<file path="src/rtl/scorehand_seq.sv">
// scorehand_seq: sequential Baccarat hand scorer.
// Takes one card per cycle over a valid/ready handshake and keeps a registered
// modulo-10 total, the card count, a hand-full flag and the two-card "natural" flag.
// Optional feature: define SCOREHAND_ERR_EN to add the sticky overflow output,
// which flags a card offered while the hand is already full.
module scorehand_seq #(
    parameter int CARD_W    = 4,
    parameter int MAX_CARDS = 3,
    parameter int CNT_W     = $clog2(MAX_CARDS + 1)
) (
    input  logic              clk,
    input  logic              reset,
    input  logic              clear,
    input  logic              card_valid,
    input  logic [CARD_W-1:0] card_in,
    output logic              card_ready,
    output logic [3:0]        total,
    output logic [CNT_W-1:0]  card_count,
    output logic              hand_full,
`ifdef SCOREHAND_ERR_EN
    output logic              natural,
    output logic              overflow
`else
    output logic              natural
`endif
);

    typedef enum logic [1:0] {EMPTY, ACCUM, FULL} state_t;

    state_t     state;
    logic       accept;
    logic [3:0] total_nxt;

    // Ranks 1..9 score face value; everything else (0, ten, court codes) scores 0.
    function automatic logic [3:0] card_value(input logic [CARD_W-1:0] c);
        if ((int'(c) >= 1) && (int'(c) <= 9)) begin
            return 4'(c);
        end
        return 4'd0;
    endfunction

    // Modulo-10 add of two digits; the 5-bit sum never exceeds 18, so one
    // conditional subtract is enough.
    function automatic logic [3:0] add_mod10(input logic [3:0] t, input logic [3:0] v);
        logic [4:0] s;
        s = {1'b0, t} + {1'b0, v};
        return (s >= 5'd10) ? 4'(s - 5'd10) : s[3:0];
    endfunction

    // Ready depends on state only, so the dealer never sees a valid->ready loop.
    assign card_ready = (state != FULL);
    assign accept     = card_valid && card_ready;
    assign total_nxt  = add_mod10(total, card_value(card_in));
    assign hand_full  = (card_count == CNT_W'(MAX_CARDS));

    // Hand FSM with registered score, count and natural flag; clear acts like reset.
    always_ff @(posedge clk) begin
        if (reset || clear) begin
            state      <= EMPTY;
            total      <= 4'd0;
            card_count <= '0;
            natural    <= 1'b0;
        end else if (accept) begin
            total      <= total_nxt;
            card_count <= card_count + CNT_W'(1);
            // Natural is decided only by the second card and then frozen.
            if (card_count == CNT_W'(1)) begin
                natural <= (total_nxt >= 4'd8);
            end
            if ((card_count + CNT_W'(1)) == CNT_W'(MAX_CARDS)) begin
                state <= FULL;
            end else begin
                state <= ACCUM;
            end
        end
    end

`ifdef SCOREHAND_ERR_EN
    // Sticky flag for a card offered while the hand is full; only clear/reset drop it.
    always_ff @(posedge clk) begin
        if (reset || clear) begin
            overflow <= 1'b0;
        end else if (card_valid && (state == FULL)) begin
            overflow <= 1'b1;
        end
    end
`endif

endmodule
</file>
<file path="config.mk">
export PLATFORM = sky130hd
export DESIGN_NAME = scorehand_seq
export DESIGN_NICKNAME = d
export VERILOG_FILES = /design/src/rtl/scorehand_seq.sv
export SDC_FILE = /design/constraint.sdc
export NUM_CORES = 1
export LEC_CHECK = 0
export ABC_AREA = 1
export BUFFER_PORTS_ARGS = -buffer_cell sky130_fd_sc_hd__buf_4
export CAP_MARGIN = 20
export CORE_MARGIN = 2
export CORE_UTILIZATION = 45
export CTS_BUF_LIST = sky130_fd_sc_hd__clkbuf_16
export CTS_CLUSTER_DIAMETER = 80
export DETAILED_ROUTE_END_ITERATION = 8
export PLACE_DENSITY = 0.78
export SLEW_MARGIN = 20
export SYNTH_ARGS = -nofsm -noshare
export SYNTH_HDL_FRONTEND = slang
export SYNTH_SLANG_ARGS = --single-unit
</file>
<file path="constraint.sdc">
create_clock -name clk -period 2.45 [get_ports clk]
set_clock_uncertainty 0.2 [all_clocks]
set_input_delay 0.3675 -clock clk [delete_from_list [all_inputs] [get_ports clk]]
set_output_delay 0.3675 -clock clk [all_outputs]
set_load 0.02 [all_outputs]
</file>
# [Word-level counts from Yosys, hierarchy flattened]
# Index checks and enable logic that the tools add are counted.
# Widths: inputs -> output; s select.
[totals] ff_bits=9 output_inout_bits=9 wordCells=24
[op_classes] reduce_logical=4 n_eq_ne=4 n_addsub=3 n_mux=5 order_cmp=4
[op_table] op="$mux 4" n=3
[op_table] op="$add 4x4->5" n=1
[op_table] op="$ge 5x4->1 const B" n=1
[op_table] op="$eq 2x2->1 const B" n=2
[op_table] op="$ge 4x1->1 const B" n=1
[op_table] op="$ge 4x4->1 const B" n=1
[op_table] op="$le 4x4->1 const B" n=1
[op_table] op="$sub 4x4->4 const B" n=1
[op_table] op="$add 2x1->2 const B" n=1
[op_table] op="$eq 2x1->1 const B" n=1
[op_table] op="$logic_and 1x1->1" n=2
[op_table] op="$mux 2" n=1
[op_table] op="$ne 2x2->1 const B" n=1
[op_table] op="$reduce_and 2->1" n=1
[op_table] op="$logic_or 1x1->1" n=1
[op_table] op="$mux 1" n=1

# [Longest topological paths before layout]
# Gate-level depths: netlist of the first run.
[depth] ltp_word=8 mapped_depth=17 depth_no_buf=17

# [Worst setup path after synthesis of the first run]
# Ideal clock, no wire load.
[synth_timing] kind="input to register" start="input card_in[1]" end="register total[2]" arrival_ps=2009 slack_ps=124 cell_stages=15 cell_sequence="nor2_1 > a21oi_1 > o21a_1 > fa_1 > inv_1 > nand2_1 > nand2_1 > inv_1 > ha_1 > nand2_1 > nand3_2 > nand3_1 > nand2_1 > nor2_1 > nor2_1"
[synth_between] elab_chain_cells=7 elab_cells_between_ends=10
[synth_rtl] item="from (decl)" line_no="15" source="input logic [CARD_W-1:0] card_in,"
[synth_rtl] item="$ge 4x1->1 or $le 4x4->1 (tied branches)" line_no="36" source="if ((int'(c) >= 1) && (int'(c) <= 9)) begin"
[synth_rtl] item="$logic_and 1x1->1" line_no="36"
[synth_rtl] item="$mux 1" line_no="36"
[synth_rtl] item="$mux 4 (*)" line_no="39" source="return 4'd0;"
[synth_rtl] item="$add 4x4->5 (*)" line_no="46" source="s = {1'b0, t} + {1'b0, v};"
[synth_rtl] item="$sub 4x4->4 or $ge 5x4->1 (tied branches)" line_no="47" source="return (s >= 5'd10) ? 4'(s - 5'd10) : s[3:0];"
[synth_rtl] item="$mux 4 (*)" line_no="47"
[synth_rtl] item="to (signal assigned)" line_no="64" source="total <= total_nxt;"
[synth_rtl] item="to (decl)" line_no="17" source="output logic [3:0] total,"
# Mark *: on every way between the ends. The rest lies on a longest branch, timed or not. The select of a mux whose other input is x is not followed.
# A chain may end at the register's enable or synchronous reset.

# [Worst setup path in the final report of the first run]
[layout_timing] start="input card_in[1]" end="register total[1]"
# The elaborated chain is that of the path after synthesis.

==> results by group, run 1 <==
Finish
  • Commonest non-fill, non-tap cell in the layout: buf_4
  • Antenna diode count: 0
  • Sequential cell area: between 150 and 200 um2
  • Final core utilization: between 60% and 70%
  • Synthesis-to-finish area growth: 44.7%
  • Final Instance Area: 988 um2
  • Final nets: 141
  • Filler cell count: 135
  • Area occupied by multi-input gates: 462 um2
  • Most frequent cells in the layout: 23 x buf_4, 20 x inv_1, 14 x nand2_1, 11 x nor2_1, 9 x dfxtp_1
  • Layout cells sized above 1: 34.1%

Yosys
  • Xor and xnor area share after synthesis: 0%
  • Syn Nets: 113
  • Yosys cell types: 19
  • Post-Synth Adder-Cell Area: between 15 and 20%
  • Mux cell area share after synthesis: 0%
  • Sequential area share after synthesis: 26.4%
  • Simple logic cell fraction of the synthesized area: 29.1%
  • Largest family of logic cells by synthesized area: simple AND/OR/NAND/NOR gates
  • Yosys top cell by area: dfxtp_1
  • Avg Cell Area, Syn: 7.12 um2
  • Synth Register Bits: 9
  • Share of the synthesized area in the top cell type: 26.4%
  • Top post-synthesis cells by area: dfxtp_1 26%, ha_1 15%, inv_1 10%
  • Synthesis Warnings: 0
  • Mapped Cells: 96
  • Post-Syn Area: roughly 680 um2
  • Synth Area in Compound Gates: 15.9%

Floorplan
  • Die height: 43.0 um
  • Placement row count: 14
  • Die ar.: 1850 um2
  • Initial core utilization: 46.4%
  • Die width: around 43 um
  • Area of the core: 1470 um2
  • # IOs: 17

Timing
  • Final Max Slew Viols: 0
  • Worst-Margin Slew: 0.399 ns
  • Max-slew headroom: 73.3%
  • Period utilization: 93.0%
  • Hold Fails Final Rpt: 0
  • Worst hold margin: 0.179 ns
  • Final setup fails: 0
  • Max Fclk: 0.439 GHz
  • Fin crit period: 2.28 ns
  • Final setup margin: 0.171 ns

Global route
  • First-pass GRT wire length: approximately 2.4 mm
  • Met1 Use GR: 19.4%
  • Grt ovf: 0
  • Initial antenna violation count: 0
  • Met3 Usage GRT: under 10%
  • Most used routing layer in global routing: met2
  • Largest net degree at the start of global routing: 11
  • GR Util met2: about 31%
  • Total GRT Usage: 17.0%
  • Vias in the first global route: 597

Setup path
  • CP Capture Type: register
  • Data required time at the worst endpoint: 2.38 ns
  • Worst path top cell family by delay: adder cells
  • Slowest CP cell: fa_2
  • CP startpoint: card_in[1]
  • CP max FO: 4
  • Reg2Reg Setup Slack: 0.37 ns
  • CP bufs+invs: 4
  • Max stage delay on crit path: 0.45 ns
  • Kind of critical path: in -> reg
  • R2r startpoint: total[0]
  • CP cell instances: buf_4 -> nor2_2 -> inv_1 -> a21oi_2 -> ha_2 -> fa_2 -> inv_1 -> ha_1 -> nand2_2 -> nand3_4 -> nand2_1 -> nand2_1 -> nand3_1 -> nand2_1 -> inv_1
  • Startpoint type of the worst setup path: primary input
  • Critical Path AT: between 2 and 2.5 ns

Detailed routing
  • Vias after detailed routing: 679
  • Total Wirelength: 1.44 mm
  • Drt wl/cell: 10.3 um
  • Vias/cell: a little under 5
  • Post-route ant nets: 0
  • # DRC: 0
  • First-pass DRT Iterations: 4
  • Iteration-0 DRC Markers: 4

Placed design
  • IO buf count: 16
  • GP Congestion: approximately 0.76
  • Dpl ws: -0.126 ns
  • Post-Place Cell Area: 868 um2
  • DP HPWL: between 1 and 1.5 mm

Clock network
  • Clock transition at the registers of the reported paths: 0.04 ns
  • Post-CTS Hold Buffers: 0
  • H-tree depth: 1
  • Clk buf depth: 2
  • Worst-Skew Late Latency: 0.23 ns
  • CTS Buf Count: 3
  • Clk sinks: 9
  • TritonCTS clock tree: done
  • Root Buffer: clkbuf_16

Hold path
  • Worst hold path type: in -> reg
  • Min-delay src: card_valid

Pwr
  • Leak: 0.000543 uW
  • Pwr Total: 574 uW
  • Pwr Density: 581 nW/um2
  • Maximum vdd drop: 396 uV

Run status
  • Status: complete, no violations

Run
  • Max Cap Viol: 0
-- tightest hold or removal path: stages --
cell	delay (ns)
buf_4	0.09
o211ai_1	0.08
inv_1	0.05
-- worst paths after layout --
kind / end / depth (start not counted)
setup / recovery: total[1] / 15
hold / removal: state[1] / 3
setup reg to reg: total[2] / 13
hold reg to reg: state[0] / 2
-- power breakdown --
group	internal (uW)	leakage, uW	switching [uW]
clock	213	0.0000423	69.1
combinational	60.6	0.000427	71.5
sequential	154	0.0000735	6.23
total	427	0.000543	147
-- cells by family (layout without fill, tap and decap cells) --
| family | Yosys count | in the layout |
|---|---|---|
| and+or+nand+nor | 42 | 42 |
| buffers and inverters | 20 | 47 |
| AOI/OAI and AO/OA | 16 | 16 |
| adders and majority gates | 9 | 9 |
| DFF | 9 | 9 |
-- flip-flops by register name, summed over array words and instances, names as in the netlist --
register,count
state,2
total,4
natural,1
card_count,2
-- per-layer routing --
metal,vias to the layer above,wire length [um]
met5,-,0
met4,0,21
met3,4,45
met2,16,706
met1,298,662
li1,361,-
-- synth_stat cells --
cell	number
a21oi_1	6
a21oi_2	1
a21oi_4	1
dfxtp_1	9
fa_1	1
ha_1	8
inv_1	19
inv_2	1
nand2_1	15
nand2_2	2
nand3_1	9
nand3_2	1
nand3b_4	1
nor2_1	13
o211ai_1	1
o21a_1	2
o21ai_0	4
o21bai_2	1
or2_1	1
-- layout make-up --
class	instances	area share, %
Clock buffer	3	7.59
Tap cell	16	2.03
Inverter	20	7.59
Timing Repair Buffer	23	17.5
Clock inverter	1	0.380
Multi-Input combinational cell	67	46.7
Sequential cell	9	18.2
-- per-stage QoR --
step / TNS [ns] / cells
finish: 0 / 139
global route: -0.0279 / 139
CTS: 0 / 138
detailed placement: -0.427 / 134
global placement: -0.0998 / 134
floorplan: 0 / 96
-- timing repair --
action / CTS / global route
gates resized for setup: 0 / 9
setup endpoints to repair: 0 / 4
buffers inserted: 0 / 1
Power figures use the tool's default switching activity.
==> run 2, diff against run 1 <==
--- a/config.mk
+++ b/config.mk
@@ -9,11 +9,12 @@
 export BUFFER_PORTS_ARGS = -buffer_cell sky130_fd_sc_hd__buf_4
 export CAP_MARGIN = 20
 export CORE_MARGIN = 2
-export CORE_UTILIZATION = 45
-export CTS_BUF_LIST = sky130_fd_sc_hd__clkbuf_16
+export CORE_UTILIZATION = 48
+export CTS_BUF_LIST = sky130_fd_sc_hd__clkbuf_8
 export CTS_CLUSTER_DIAMETER = 80
 export DETAILED_ROUTE_END_ITERATION = 8
-export PLACE_DENSITY = 0.78
+export PLACE_DENSITY = 0.82
+export REMOVE_ABC_BUFFERS = 1
 export SLEW_MARGIN = 20
 export SYNTH_ARGS = -nofsm -noshare
 export SYNTH_HDL_FRONTEND = slang
==> run 2 against run 1 <==
Sequential power hardly changed. Sequential share of layout area rose by 1.7 points. Clock power is 41% lower. Combinational power shrank 9.8%. Routed wire length is 15% higher. Core utilization grew 1.3 points. Cell count fell by 2.9%. Critical path depth did not move. Total power is 22% lower. Critical path type unchanged. Largest cell class unchanged.
==> results by group, run 2 (synthesis results as in run 1) <==
Timing
  • Final Max Slew Viols: 0 (unchanged)
  • Max Fclk: 0.439 GHz (+0.16%)
  • Period utilization: 92.9% (-0.15 points)
  • Final setup margin: 0.175 ns (+0.00357 ns)
  • Final setup fails: 0 (unchanged)
  • Max-slew headroom: 71.5% (-1.8 points)
  • Hold Fails Final Rpt: 0 (unchanged)
  • Post-route setup TNS: 0 ns (unchanged)
  • Fin crit period: 2.28 ns (-0.00357 ns)
  • Worst-Margin Slew: 0.425 ns (+0.0266 ns)

Setup path
  • Kind of critical path: in -> reg
  • Data required time at the worst endpoint: 2.38 ns (about the same)
  • RR Endpoint: total[2]
  • CP startpoint: card_in[1]
  • CP max FO: 4 (unchanged)
  • Reg2Reg Setup Slack: 0.26 ns (-0.11 ns)
  • R2r startpoint: total[0]
  • R2R depth: 13 (unchanged)
  • Worst setup path end: total[1]
  • Critical Path AT: 2.20 ns (about the same)
  • Startpoint type of the worst setup path: primary input
  • CP Capture Type: register

Placed design
  • IO buf count: 16 (unchanged)
  • DP HPWL: 1.26 mm (+11%)
  • Dpl ws: -0.164 ns (-0.0385 ns)
  • Post-Place Cell Area: 852 um2 (-1.9%)
  • GP Congestion: 0.789 (+3.8%)

Global route
  • Initial antenna violation count: 0 (unchanged)
  • Grt ovf: 0 (unchanged)
  • Vias in the first global route: 661 (+11%)
  • Total GRT Usage: 20.7% (+3.7 points)
  • First-pass GRT wire length: 2.79 mm (+17%)
  • Largest net degree at the start of global routing: 11 (unchanged)

Finish
  • Layout cells sized above 1: 28.3% (-5.8 points)
  • Regs by FF count: total (4), card_count (2), state (2)
  • Antenna diode count: 0 (unchanged)
  • Most frequent cells in the layout: 20 x buf_4, 19 x inv_1, 15 x nand2_1, 12 x nor2_1
  • Register bank with the most flops: total
  • Synthesis-to-finish area growth: 32.1%
  • Final core utilization: 68.5% (+1.3 points)
  • Final Instance Area: 902 um2 (-8.7%)
  • Max reg flops: 4 (unchanged)
  • Commonest non-fill, non-tap cell in the layout: buf_4
  • Final nets: 138 (-2.1%)

Clock network
  • Post-CTS Hold Buffers: 0 (unchanged)
  • Resize count post-CTS: 0 (unchanged)
  • Post-CTS setup buffer count: 0 (unchanged)
  • Clk sinks: 9 (unchanged)
  • Root Buffer: clkbuf_8
  • TritonCTS clock tree: done
  • Worst-Skew Late Latency: 0.23 ns (about the same)
  • Clk buf depth: 2 (unchanged)
  • H-tree depth: 1 (unchanged)
  • Clock transition at the registers of the reported paths: 0.05 ns (about the same)
  • CTS Buf Count: 3 (unchanged)

Floorplan
  • Die width: 41.7 um (-2.9%)
  • Area of the core: 1320 um2 (-10%)
  • Initial core utilization: 51.9% (+5.4 points)
  • # IOs: 17 (unchanged)
  • Die height: 41.7 um (-2.9%)
  • Die ar.: 1740 um2 (-5.7%)
  • Placement row count: 13 (-1)

Pwr
  • Leak: 0.000511 uW (-6.0%)
  • Maximum vdd drop: 367 uV (-7.3%)
  • Pwr Density: 495 nW/um2 (-15%)
  • Pwr Total: 446 uW (-22%)

Detailed routing
  • Post-route ant nets: 0 (unchanged)
  • First-pass DRT Iterations: 4 (unchanged)
  • Iteration-0 DRC Markers: 4 (unchanged)
  • Vias/cell: 5.05 (+3.4%)
  • Vias after detailed routing: 682 (+0.44%)
  • # DRC: 0 (unchanged)
  • Total Wirelength: 1.65 mm (+15%)
  • Drt wl/cell: 12.2 um (+19%)

Hold path
  • Worst hold path type: in -> reg

Run
  • Max Cap Viol: 0 (unchanged)

Run status
  • Status: complete, no violations
-- run 2: stage by stage --
stage,cells,hold slack [ns]
after floorplan,96,0.243
after global routing,135,0.191
after CTS,135,0.195
final,135,0.195
after global placement,131,0.253
after detailed placement,131,0.259
-- run 2: how the worst min path moves through the flow --
stage	start	cells after the start	to
6_report	card_valid	3	state[1]
5_1_grt	card_valid	3	state[1]
4_1_cts	card_valid	3	state[1]
3_5_place_dp	state[0]	2	state[0]
3_3_place_gp	state[0]	2	state[0]
2_1_floorplan	state[0]	2	state[0]
-- run 2: cell type report --
cell class | instances | area, um2
Clock inverter | 1 | 3.75
Inverter | 20 | 75.1
Sequential cell | 9 | 180
Tap cell | 15 | 18.8
Clock buffer | 3 | 41.3
Multi-Input combinational cell | 67 | 433
Fill cell | 106 | 415
Timing Repair Buffer | 20 | 150
-- run 2: power breakdown --
group | switching [uW] | internal [uW] | total, uW
Sequential | 6.32 | 153 | 160
Combinational | 68.2 | 51.2 | 119
Clock | 58.0 | 109 | 167
-- run 2: per-layer routing --
metal | wire (um) | global-route usage (%) | vias up | part of all wire [%]
li1 | - | - | 354 | -
met1 | 730 | 23.8 | 323 | 44
met2 | 895 | 36.6 | 3 | 54
met3 | 14 | 3.48 | 2 | 0.85
met4 | 12 | 10.3 | 0 | 0.73
met5 | 0 | 0 | - | 0
-- run 2: critical path, cell delays in order --
cell     delay, ns
buf_4         0.12
nor2_2        0.11
inv_1         0.06
a21oi_1       0.12
ha_1          0.22
fa_2          0.46
inv_1         0.11
ha_1          0.17
nand2_1       0.07
nand3_2       0.10
nand2_1       0.06
nand2_1       0.06
nand3_1       0.06
nand2_1       0.07
inv_1         0.04
